$ cat src/rtl/limiter_pwr_seq.sv
// Limiter power sequencer: staged bias -> core -> output enable ramp with abortable
// power-up, a fixed-order power-down and a small CPU register window (SETTLE, STATUS).
module limiter_pwr_seq #(
  parameter int DATA_W = 32,
  parameter int CNT_W  = 16
) (
  input  logic              clk,
  input  logic              rst_n,
  input  logic              valid,
  input  logic              address,
  input  logic [DATA_W-1:0] wdata,
  input  logic              wstrb,
  output logic [DATA_W-1:0] rdata,
  output logic              ready,
  input  logic              pd_req,
  output logic              bias_en,
  output logic              lim_en,
  output logic              out_en,
  output logic              done,
  output logic [2:0]        dbg_state
);

  typedef enum logic [2:0] {
    S_OFF     = 3'd0,
    S_BIAS_UP = 3'd1,
    S_LIM_UP  = 3'd2,
    S_ON      = 3'd3,
    S_LIM_DN  = 3'd4,
    S_BIAS_DN = 3'd5
  } state_t;

  state_t           state_q, state_d;
  logic [CNT_W-1:0] cnt_q, cnt_d;
  logic [CNT_W-1:0] settle_q;
  logic [CNT_W-1:0] dur_m1;
  logic             bias_d, lim_d, out_d, done_d;
  logic             busy;
  logic [6:0]       status;
  logic             unused_wdata;

  // Only the low CNT_W bits of wdata are stored.
  assign unused_wdata = ^wdata;

  // Stage length is max(SETTLE,1); the counter runs D-1 down to 0.
  assign dur_m1 = (settle_q == '0) ? '0 : settle_q - CNT_W'(1);

  assign busy = (state_q == S_BIAS_UP) || (state_q == S_LIM_UP) ||
                (state_q == S_LIM_DN)  || (state_q == S_BIAS_DN);
  assign status    = {state_q, busy, out_en, lim_en, bias_en};
  assign dbg_state = state_q;

  // State register and registered sequencer outputs.
  always_ff @(posedge clk or negedge rst_n) begin
    if (!rst_n) begin
      state_q <= S_OFF;
      cnt_q   <= '0;
      bias_en <= 1'b0;
      lim_en  <= 1'b0;
      out_en  <= 1'b0;
      done    <= 1'b0;
    end else begin
      state_q <= state_d;
      cnt_q   <= cnt_d;
      bias_en <= bias_d;
      lim_en  <= lim_d;
      out_en  <= out_d;
      done    <= done_d;
    end
  end

  // Next-state: pd_req aborts the up-ramp; the down-ramp always runs to OFF.
  always_comb begin
    state_d = state_q;
    cnt_d   = cnt_q;
    case (state_q)
      S_OFF: begin
        if (!pd_req) begin
          state_d = S_BIAS_UP;
          cnt_d   = dur_m1;
        end
      end
      S_BIAS_UP: begin
        if (pd_req) begin
          state_d = S_BIAS_DN;
          cnt_d   = dur_m1;
        end else if (cnt_q == '0) begin
          state_d = S_LIM_UP;
          cnt_d   = dur_m1;
        end else begin
          cnt_d = cnt_q - CNT_W'(1);
        end
      end
      S_LIM_UP: begin
        if (pd_req) begin
          state_d = S_LIM_DN;
          cnt_d   = dur_m1;
        end else if (cnt_q == '0) begin
          state_d = S_ON;
        end else begin
          cnt_d = cnt_q - CNT_W'(1);
        end
      end
      S_ON: begin
        if (pd_req) begin
          state_d = S_LIM_DN;
          cnt_d   = dur_m1;
        end
      end
      S_LIM_DN: begin
        if (cnt_q == '0) begin
          state_d = S_BIAS_DN;
          cnt_d   = dur_m1;
        end else begin
          cnt_d = cnt_q - CNT_W'(1);
        end
      end
      S_BIAS_DN: begin
        if (cnt_q == '0) begin
          state_d = S_OFF;
        end else begin
          cnt_d = cnt_q - CNT_W'(1);
        end
      end
      default: begin
        state_d = S_OFF;
        cnt_d   = '0;
      end
    endcase
  end

  // Enables are a pure function of the next state, which keeps out->lim->bias ordering.
  always_comb begin
    bias_d = (state_d != S_OFF);
    lim_d  = (state_d == S_LIM_UP) || (state_d == S_ON) || (state_d == S_LIM_DN);
    out_d  = (state_d == S_ON);
    done_d = ((state_q == S_LIM_UP)  && (state_d == S_ON)) ||
             ((state_q == S_BIAS_DN) && (state_d == S_OFF));
  end

  // CPU port: ready is valid delayed one cycle, no backpressure; every valid cycle is
  // one complete access. rdata carries read data only in the ready cycle of a read.
  always_ff @(posedge clk or negedge rst_n) begin
    if (!rst_n) begin
      ready    <= 1'b0;
      rdata    <= '0;
      settle_q <= CNT_W'(16);
    end else begin
      ready <= valid;
      rdata <= '0;
      if (valid) begin
        if (wstrb) begin
          if (!address) settle_q <= wdata[CNT_W-1:0];
        end else begin
          rdata <= address ? DATA_W'(status) : DATA_W'(settle_q);
        end
      end
    end
  end

endmodule

$ cat config.mk
export PLATFORM = sky130hd
export DESIGN_NAME = limiter_pwr_seq
export DESIGN_NICKNAME = d
export VERILOG_FILES = /design/src/rtl/limiter_pwr_seq.sv
export SDC_FILE = /design/constraint.sdc
export NUM_CORES = 1
export LEC_CHECK = 0
export ABC_AREA = 0
export CORE_MARGIN = 2
export CORE_UTILIZATION = 50
export DETAILED_ROUTE_END_ITERATION = 10
export PLACE_DENSITY = 0.86
export SETUP_SLACK_MARGIN = 0.3
export SYNTH_ARGS = -nofsm -noshare
export SYNTH_HDL_FRONTEND = slang
export SYNTH_SLANG_ARGS = --single-unit
export TNS_END_PERCENT = 1
$ cat constraint.sdc
create_clock -name clk -period 2.42 [get_ports clk]
set_clock_uncertainty 0.05 [all_clocks]
set_input_delay 0.484 -clock clk [delete_from_list [all_inputs] [get_ports clk]]
set_output_delay 0.484 -clock clk [all_outputs]
set_load 0.05 [all_outputs]
; Word-level counts from Yosys, hierarchy flattened
; Index checks and enable logic that the tools add are counted.
[word_totals]
ff_bits = 72
latchBits = 0
ram_bits = 0
rom_bits = 0
inputBits = 38
out_inout_bits = 40
wordCells = 57
mem_count = 0
[classes]
add_sub_neg = 2
n_mul = 0
div_mod_pow = 0
n_lt_le_gt_ge = 0
eq_ne = 10
shift = 0
muxes = 20
n_bitwise = 1
reduce_logical = 15
[op_table]
columns = cell, n
row1 = $mux W16, 9
row2 = $pmux W16 S6, 1
row3 = $logic_not A16 Y1, 2
row4 = $mux W32, 1
row5 = $sub A16 B1 Y16 const B, 2
row6 = $mux W3, 8
row7 = $pmux W3 S6, 1
row8 = $eq A3 B2 Y1 const B, 4
row9 = $eq A3 B3 Y1 const B, 3
row10 = $logic_not A3 Y1, 2
row11 = $logic_or A1 B1 Y1, 6
row12 = $ne A2 B2 Y1 const B, 2
row13 = $eq A3 B1 Y1 const B, 1
row14 = $reduce_and A3 Y1, 1
row15 = $reduce_bool A3 Y1, 1
row16 = $logic_and A1 B1 Y1, 2
row17 = $reduce_and A2 Y1, 1
row18 = $not A1 Y1, 1

; Logic depth before layout (Yosys ltp)
; Gate-level depths: netlist of the first run.
[logic_depth]
depth_word = 7
mapped_depth = 9
ltp_nobuf = 8

; Least setup slack after synthesis of the first run
; OpenSTA, ideal clock, no wires.
[synth_timing]
path_kind = flip-flop to flip-flop
startpoint = register state_q[2] (netlist: dbg_state[2])
endpoint = register cnt_q[15]
setup_time_ns = 0.086
t_arrival_ns = 2.111
t_required_ns = 2.284
path_slack_ns = 0.173
stages_incl_launch_ff = 9
path_buffers = 2
synth_period_minus_slack_ns = 2.247
cell_sequence = dfrtp_1 -> buf_2 -> nor2b_1 -> o21ai_0 -> a21o_1 -> and2_1 -> clkbuf_1 -> or4_1 -> o221ai_2
[synth_between]
elab_chain_cells = 3
elab_cells_between_ends = 10
cone_classes = eq/ne: 7 / mux: 1 / reduce/logical: 2
[synth_lines]
columns = item, line_no
row1 = start: declaration, 32  ; state_t state_q, state_d;
row2 = start signal: assignment, 62  ; state_q <= state_d;
row3 = $eq A3 B2 Y1 or $logic_not A3 Y1 (tied branches), 75  ; case (state_q)
row4 = $ne A2 B2 Y1 (no source line), n/a
row5 = $reduce_and A2 Y1 (no source line), n/a
row6 = end signal: assignment, 63  ; cnt_q <= cnt_d;
row7 = end: declaration, 33  ; logic [CNT_W-1:0] cnt_q, cnt_d;
; Several ways; a longest one is shown, not always the timed one.
; A chain may end at the register's enable or synchronous reset.

; Final worst setup path of the first run
[layout_timing]
startpoint = register cnt_q[0]
endpoint = register cnt_q[5]
[layout_between]
elab_chain_cells = 4
elab_cells_between_ends = 7
cone_classes = add/sub: 1 / mux: 5 / reduce/logical: 1
[layout_lines]
columns = item, line_no
row1 = $sub A16 B1 Y16 or $logic_not A16 Y1 (tied branches), n/a
row2 = "$mux W16, on equally long branches", n/a
row3 = "$mux W16, on equally long branches", "94, 83"
row4 = $pmux W16 S6 (*), 75
; Every way passes the cells marked *; elsewhere a longest branch is shown, timed or not.

==> results of run 1 <==
## worst paths after layout
check	start	endpoint	slack, ns
max in group asynchronous	rst_n	settle_q[4]	1.63
min reg2reg	cnt_q[12]	cnt_q[12]	0.48
max reg2reg	cnt_q[0]	cnt_q[5]	0.13
max	cnt_q[0]	cnt_q[5]	0.13
min in group clk	cnt_q[12]	cnt_q[12]	0.48
min	rst_n	cnt_q[15]	0.02
## cells in the final DEF (no fill, tap or decap), types with 4 or more instances in the layout
cell             count
nand2_1             13
clkdlybuf4s50_1     41
conb_1              16
inv_1               11
nor3b_1              4
o211a_1              4
xnor2_1              7
o21ai_1              4
clkbuf_8             5
xor2_1               5
mux2_2              16
nor2b_1              5
a21oi_1             20
buf_4               36
o21ai_0             15
mux2i_1             10
and2_1              10
nand3_1              8
dfrtp_1             54
nor3_1              15
nor2_1              31
## logic make-up (layout without fill, tap and decap cells)
group | after synthesis | count (layout) | synth area share, %
buffers and inverters | 43 | 99 | 7.18
muxes | 26 | 26 | 8.60
and+or+nand+nor | 114 | 114 | 19.7
DFF | 56 | 56 | 43.0
other | 1 | 16 | 0.115
AOI/OAI and AO/OA | 79 | 79 | 17.4
xor gates and xnor gates | 12 | 12 | 3.22
adders and majority gates | 2 | 2 | 0.768
## layer usage
layer / routed length, um / share of wire, %
met4: 56 / 0.73
met1: 3500 / 46
met5: 0 / 0
met3: 429 / 5.6
met2: 3660 / 48
## what timing repair did
item	4_1_cts	5_1_grt
resized for setup	1	7
endpoints found under the setup margin	15	20
hold buffers	0	0
## report_power, final
part	switching, uW	internal, uW
logic	791	659
registers	288	1140
clock network	342	220
total	1420	2020
## flip-flops by register name (all words and copies together) (netlist names)
register / flops
bias_en: 1
cnt_q: 16
dbg_state: 3
done: 1
lim_en: 1
out_en: 1
rdata: 16
ready: 1
settle_q: 16
## worst max-delay path: stages (launching register included)
cell	delay (ns)
dfrtp_1	0.39
inv_1	0.10
ha_2	0.22
or3b_4	0.41
nor3_2	0.16
a31o_2	0.19
a21oi_1	0.09
or2_1	0.26
buf_4	0.16
o221ai_1	0.19
## stage by stage
stage / cells / utilization [%] / total power (uW)
6_report: 481 / 64.0 / 3440
5_1_grt: 481 / 64.0 / 3690
4_1_cts: 481 / 63.7 / 3410
3_5_place_dp: 473 / 62.2 / 2840
3_3_place_gp: 473 / 62.2 / 2800
2_1_floorplan: 348 / - / 2370
## layout make-up
class / instances / area [um2]
inverters: 11 / 41.3
fillers: 520 / 2270
repair buffers: 80 / 707
clock buffers: 5 / 68.8
clock inverters: 3 / 28.8
multi-input cells: 249 / 1700
flip-flops and latches: 56 / 1400
well taps: 77 / 96.3
==> run metrics, run 1 <==
result of the run=finished clean; final hold vios=0; number of synthesis warnings=0; pin count of the biggest net entering global routing=23; Final GP Congestion=around 0.9; number of top-level pins=a little under 80; post-synth cell types=between 60 and 70; Clock Tree Buf Depth=2; netlist area before placement=between 3000 and 4000 um2; Critical Path Fanout Max=5; synth cell count leaders=dfrtp_1, nor2_1, a21oi_1; post-route antenna net violation count=0; core box area=6310 um2; overflow left after global routing=0; nature of the critical path startpoint=register; Worst EP arrival=2.46 ns; worst min path class=input port to asynchronous set/reset pin; clock latency on the worst-skew pair=0.32 ns; number of antenna violations at the first check in global routing=0; VDD IR max=0.401 mV; ys async rst share=100%; cell leakage power=0.00175 uW; met2 global-route usage=roughly two fifths; maximum frequency from static timing analysis=between 0.4 and 0.5 GHz; count of max-cap constraint violations=0; post-CTS setup-driven buffer insertion count=0; commonest register cell after synthesis=dfrtp_1; post-detailed-routing wire length=between 7000 and 8000 um; final setup violating endpoints=0; vias in the first global route=2627; unrepaired setup endpoints after global routing=true; final critical path time including I/O delays and setup=2.29 ns; Setup Crit Path Kind=register to register; initial detailed-routing violation count=between 100 and 150; DIE WIDTH=84.7 um; post-placement setup slack=-0.0362 ns; Hold Slack=about 0.019 ns; I/O Buffers=between 40 and 50; area share of the largest cell type after synthesis=a little over two fifths; required arrival time at the worst endpoint=2.59 ns; share of post-route cells with drive strength above 1=~21%; Starting Density=51.6%; Cell Area, Placed=about 3900 um2; clock buffer count from CTS=5; Pwr per Cell Area=850 nW/um2; placed wire-length estimate=just under 6000 um; nets=between 400 and 500; #FFs+latches synth=56; most instantiated library cell after synthesis=dfrtp_1; first-pass detailed-route iteration total=4; final max-slew violation count=0; total global-route track usage=between 20% and 30%; number of inserted diodes=0; library cell used as clock root buffer=clkbuf_8; number of vias per cell=5.60; clock slew at the register clock pins of the worst setup and hold paths=between 0.1 and 0.15 ns; EDFF count, synth=0; average size of a mapped cell=slightly below 10 um2; area of the die=about 7000 um2; worst-case setup margin in the final layout=roughly 0.13 ns; average routed wire per standard cell=15.9 um; CTS tree=done; row cnt=29; capturing element type of the critical path=register; slew at the pin closest to its max-slew limit=~0.53 ns; dominant cell type by area after synthesis=dfrtp_1; most crowded layer after global routing=met2; post-synthesis instance total=around 330; remaining design rule violation count=0; period utilization=94.7%; routing usage on met1=about 32%; dominant cells by area after synthesis=dfrtp_1, mux2_2, buf_4, nor2_1, a21oi_1; worst reg2reg path depth=9; share of synthesized area occupied by flip-flops and latches=43.0%; sum of negative setup slack=0 ns; via count=~2700; design area=approximately 4000 um2; number of H-tree levels=2; met3 track demand over resource in global routing=3.93%; Die Y-Extent=84.7 um; number of clock sinks=56; area grow syn2layout=24.0%; Slew HR=between 60% and 70%; first-pass GRT wire length=roughly 13000 um
Power figures use the tool's default switching activity.
==> inputs of run 2 (changes only) <==
--- a/config.mk
+++ b/config.mk
@@ -10,7 +10,9 @@
 export CORE_UTILIZATION = 50
 export DETAILED_ROUTE_END_ITERATION = 10
 export PLACE_DENSITY = 0.86
+export REMOVE_ABC_BUFFERS = 1
 export SETUP_SLACK_MARGIN = 0.3
+export SKIP_CTS_REPAIR_TIMING = 1
 export SYNTH_ARGS = -nofsm -noshare
 export SYNTH_HDL_FRONTEND = slang
 export SYNTH_SLANG_ARGS = --single-unit
==> run 2 against run 1 <==
Net effect: maximum frequency fell by 2.6%; global-route usage is 0.59 points higher; first-iteration DRC count is 96% higher; die area unchanged; register-to-register slack got worse by 0.06 ns; non-clock buffer count is 3 lower; setup slack got worse by 0.060 ns; power increased by 0.98%; largest cell class unchanged; clock-buffer cell count stayed put; wire length rose by 8.6%; clock power about the same.
==> run metrics, run 2 (synthesis gave the netlist of run 1 again) <==
result of the run=finished clean; post-route antenna net violation count=0 (unchanged); via count=2805 (+4.1%); switching power share of the total=42.2% (+0.88 points); Worst EP arrival=2.55 ns (+0.09 ns); clock slew at the register clock pins of the worst setup and hold paths=0.11 ns (about the same); placed wire-length estimate=5950 um (+0.90%); number of fillers in the final layout=507 (-2.5%); Die Y-Extent=84.7 um (unchanged); VDD IR max=0.430 mV (+7.3%); final hold vios=0 (unchanged); row cnt=29 (unchanged); highest-count cells in the layout ignoring fill and taps=dfrtp_1, clkdlybuf4s50_1, buf_4; Final GP Congestion=0.948 (+2.5%); Critical Path Fanout Max=6 (+1); period utilization=97.2% (+2.5 points); FF+latch area=1400 um2 (unchanged); core box area=6310 um2 (unchanged); final setup violating endpoints=0 (unchanged); number of vias per cell=5.87 (+4.8%); first-pass detailed-route iteration total=5 (+1); pin count of the biggest net entering global routing=31 (+35%); nets=440 (-0.68%); reg-to-reg slack, setup=0.07 ns (-0.06 ns); overflow left after global routing=0 (unchanged); number of clock sinks=56 (unchanged); most common cell after layout, fill and taps aside=dfrtp_1; final max-slew violation count=0 (unchanged); capturing element type of the critical path=register; biggest regs=cnt_q (16), rdata (16), settle_q (16); share of post-route cells with drive strength above 1=20.4% (-0.34 points); area of the multi-input gates=1700 um2 (+0.37%); slew at the pin closest to its max-slew limit=0.647 ns (+0.119 ns); library cell used as clock root buffer=clkbuf_8; Setup Crit Path Kind=register to register; total power draw=3470 uW (+0.98%); portion of total power attributed to combinational logic=42.5% (+0.3 points); average routed wire per standard cell=17.4 um (+9.3%); RR Startpoint=cnt_q[2]; worst min path class=input port to asynchronous set/reset pin; CTS tree=done; clock buffer count from CTS=5 (unchanged); count of max-cap constraint violations=0 (unchanged); clock network power share=16.2% (about the same); clock latency on the worst-skew pair=0.33 ns (about the same); maximum frequency from static timing analysis=0.425 GHz (-2.6%); I/O Buffers=45 (unchanged); RR Endpoint=cnt_q[9]; total global-route track usage=23.5% (+0.59 points); cell leakage power=0.00175 uW (-0.16%); DIE WIDTH=84.7 um (unchanged); Clock Tree Buf Depth=2 (unchanged); Internal Dissipation=2010 uW (-0.53%); number of antenna violations at the first check in global routing=0 (unchanged); required arrival time at the worst endpoint=2.62 ns (+0.03 ns); number of inserted diodes=0 (unchanged); remaining design rule violation count=0 (unchanged); Pwr per Cell Area=860 nW/um2 (+1.1%); number of top-level pins=78 (unchanged); initial detailed-routing violation count=255 (+96%); area of the die=7180 um2 (unchanged); post-detailed-routing wire length=8300 um (+8.6%); design area=4040 um2 (-0.15%); unrepaired setup endpoints after global routing=true; final critical path time including I/O delays and setup=2.35 ns (+0.0604 ns); Hold Slack=0.122 ns (+0.104 ns); share of power burned in registers=41.3% (-0.2 points); worst reg2reg path depth=6 (-3); sum of negative setup slack=0 ns (unchanged); nature of the critical path startpoint=register; Starting Density=51.6% (unchanged); vias in the first global route=2869 (+9.2%); number of H-tree levels=2 (unchanged); net switching power figure=1470 uW (+3.1%); area grow syn2layout=23.8%; Cell Area, Placed=3910 um2 (-0.35%); first-pass GRT wire length=13500 um (+2.1%); Slew HR=56.9% (-7.8 points)
## run 2: worst max-delay path by stage
| stage | from | end |
|---|---|---|
| 2_1_floorplan | dbg_state[0] | cnt_q[15] |
| 6_report | cnt_q[2] | cnt_q[9] |
| 3_3_place_gp | pd_req | cnt_q[15] |
| 3_5_place_dp | pd_req | cnt_q[15] |
| 4_1_cts | dbg_state[1] | dbg_state[1] |
| 5_1_grt | cnt_q[0] | cnt_q[9] |
## run 2: critical path, stage by stage (launching register included)
cell and delay [ns]:
dfrtp_1 0.47, or3_4 0.43, nor4_2 0.27, o21ai_1 0.19, or4_1 0.45, or3_1 0.35, o221ai_2 0.07
## run 2: metal layers
layer  vias to the layer above  wire length, um  global-route usage (%)
li1                       1297                -                       -
met1                      1355             3370                    29.3
met2                       126             4230                    40.9
met3                        27              455                    3.64
met4                         0              248                    9.38
met5                         -                0                       0
## run 2: layout make-up
class	instances	share of cell area, %
multi-input combinational	249	42.2
sequential	56	34.8
timing repair buffer	77	17.2
tap	77	2.39
clock buffer	5	1.70
inverter	11	1.02
clock inverter	3	0.682
## run 2: power groups by stage
stage	clock network [uW]	logic (uW)	registers [uW]
2_1_floorplan	0	837	1490
5_1_grt	599	1590	1470
4_1_cts	563	1450	1410
3_5_place_dp	0	1420	1430
3_3_place_gp	0	1370	1410
6_report	562	1480	1430
## run 2: through the flow
step                      setup slack (ns)  util (%)  cells
after global routing               -0.0300      63.9    478
after detailed placement           -0.0689      62.0    470
after floorplan                      0.138         -    316
after global placement             -0.0112      62.0    470
final                               0.0680      63.9    478
after CTS                          -0.0207      63.5    478
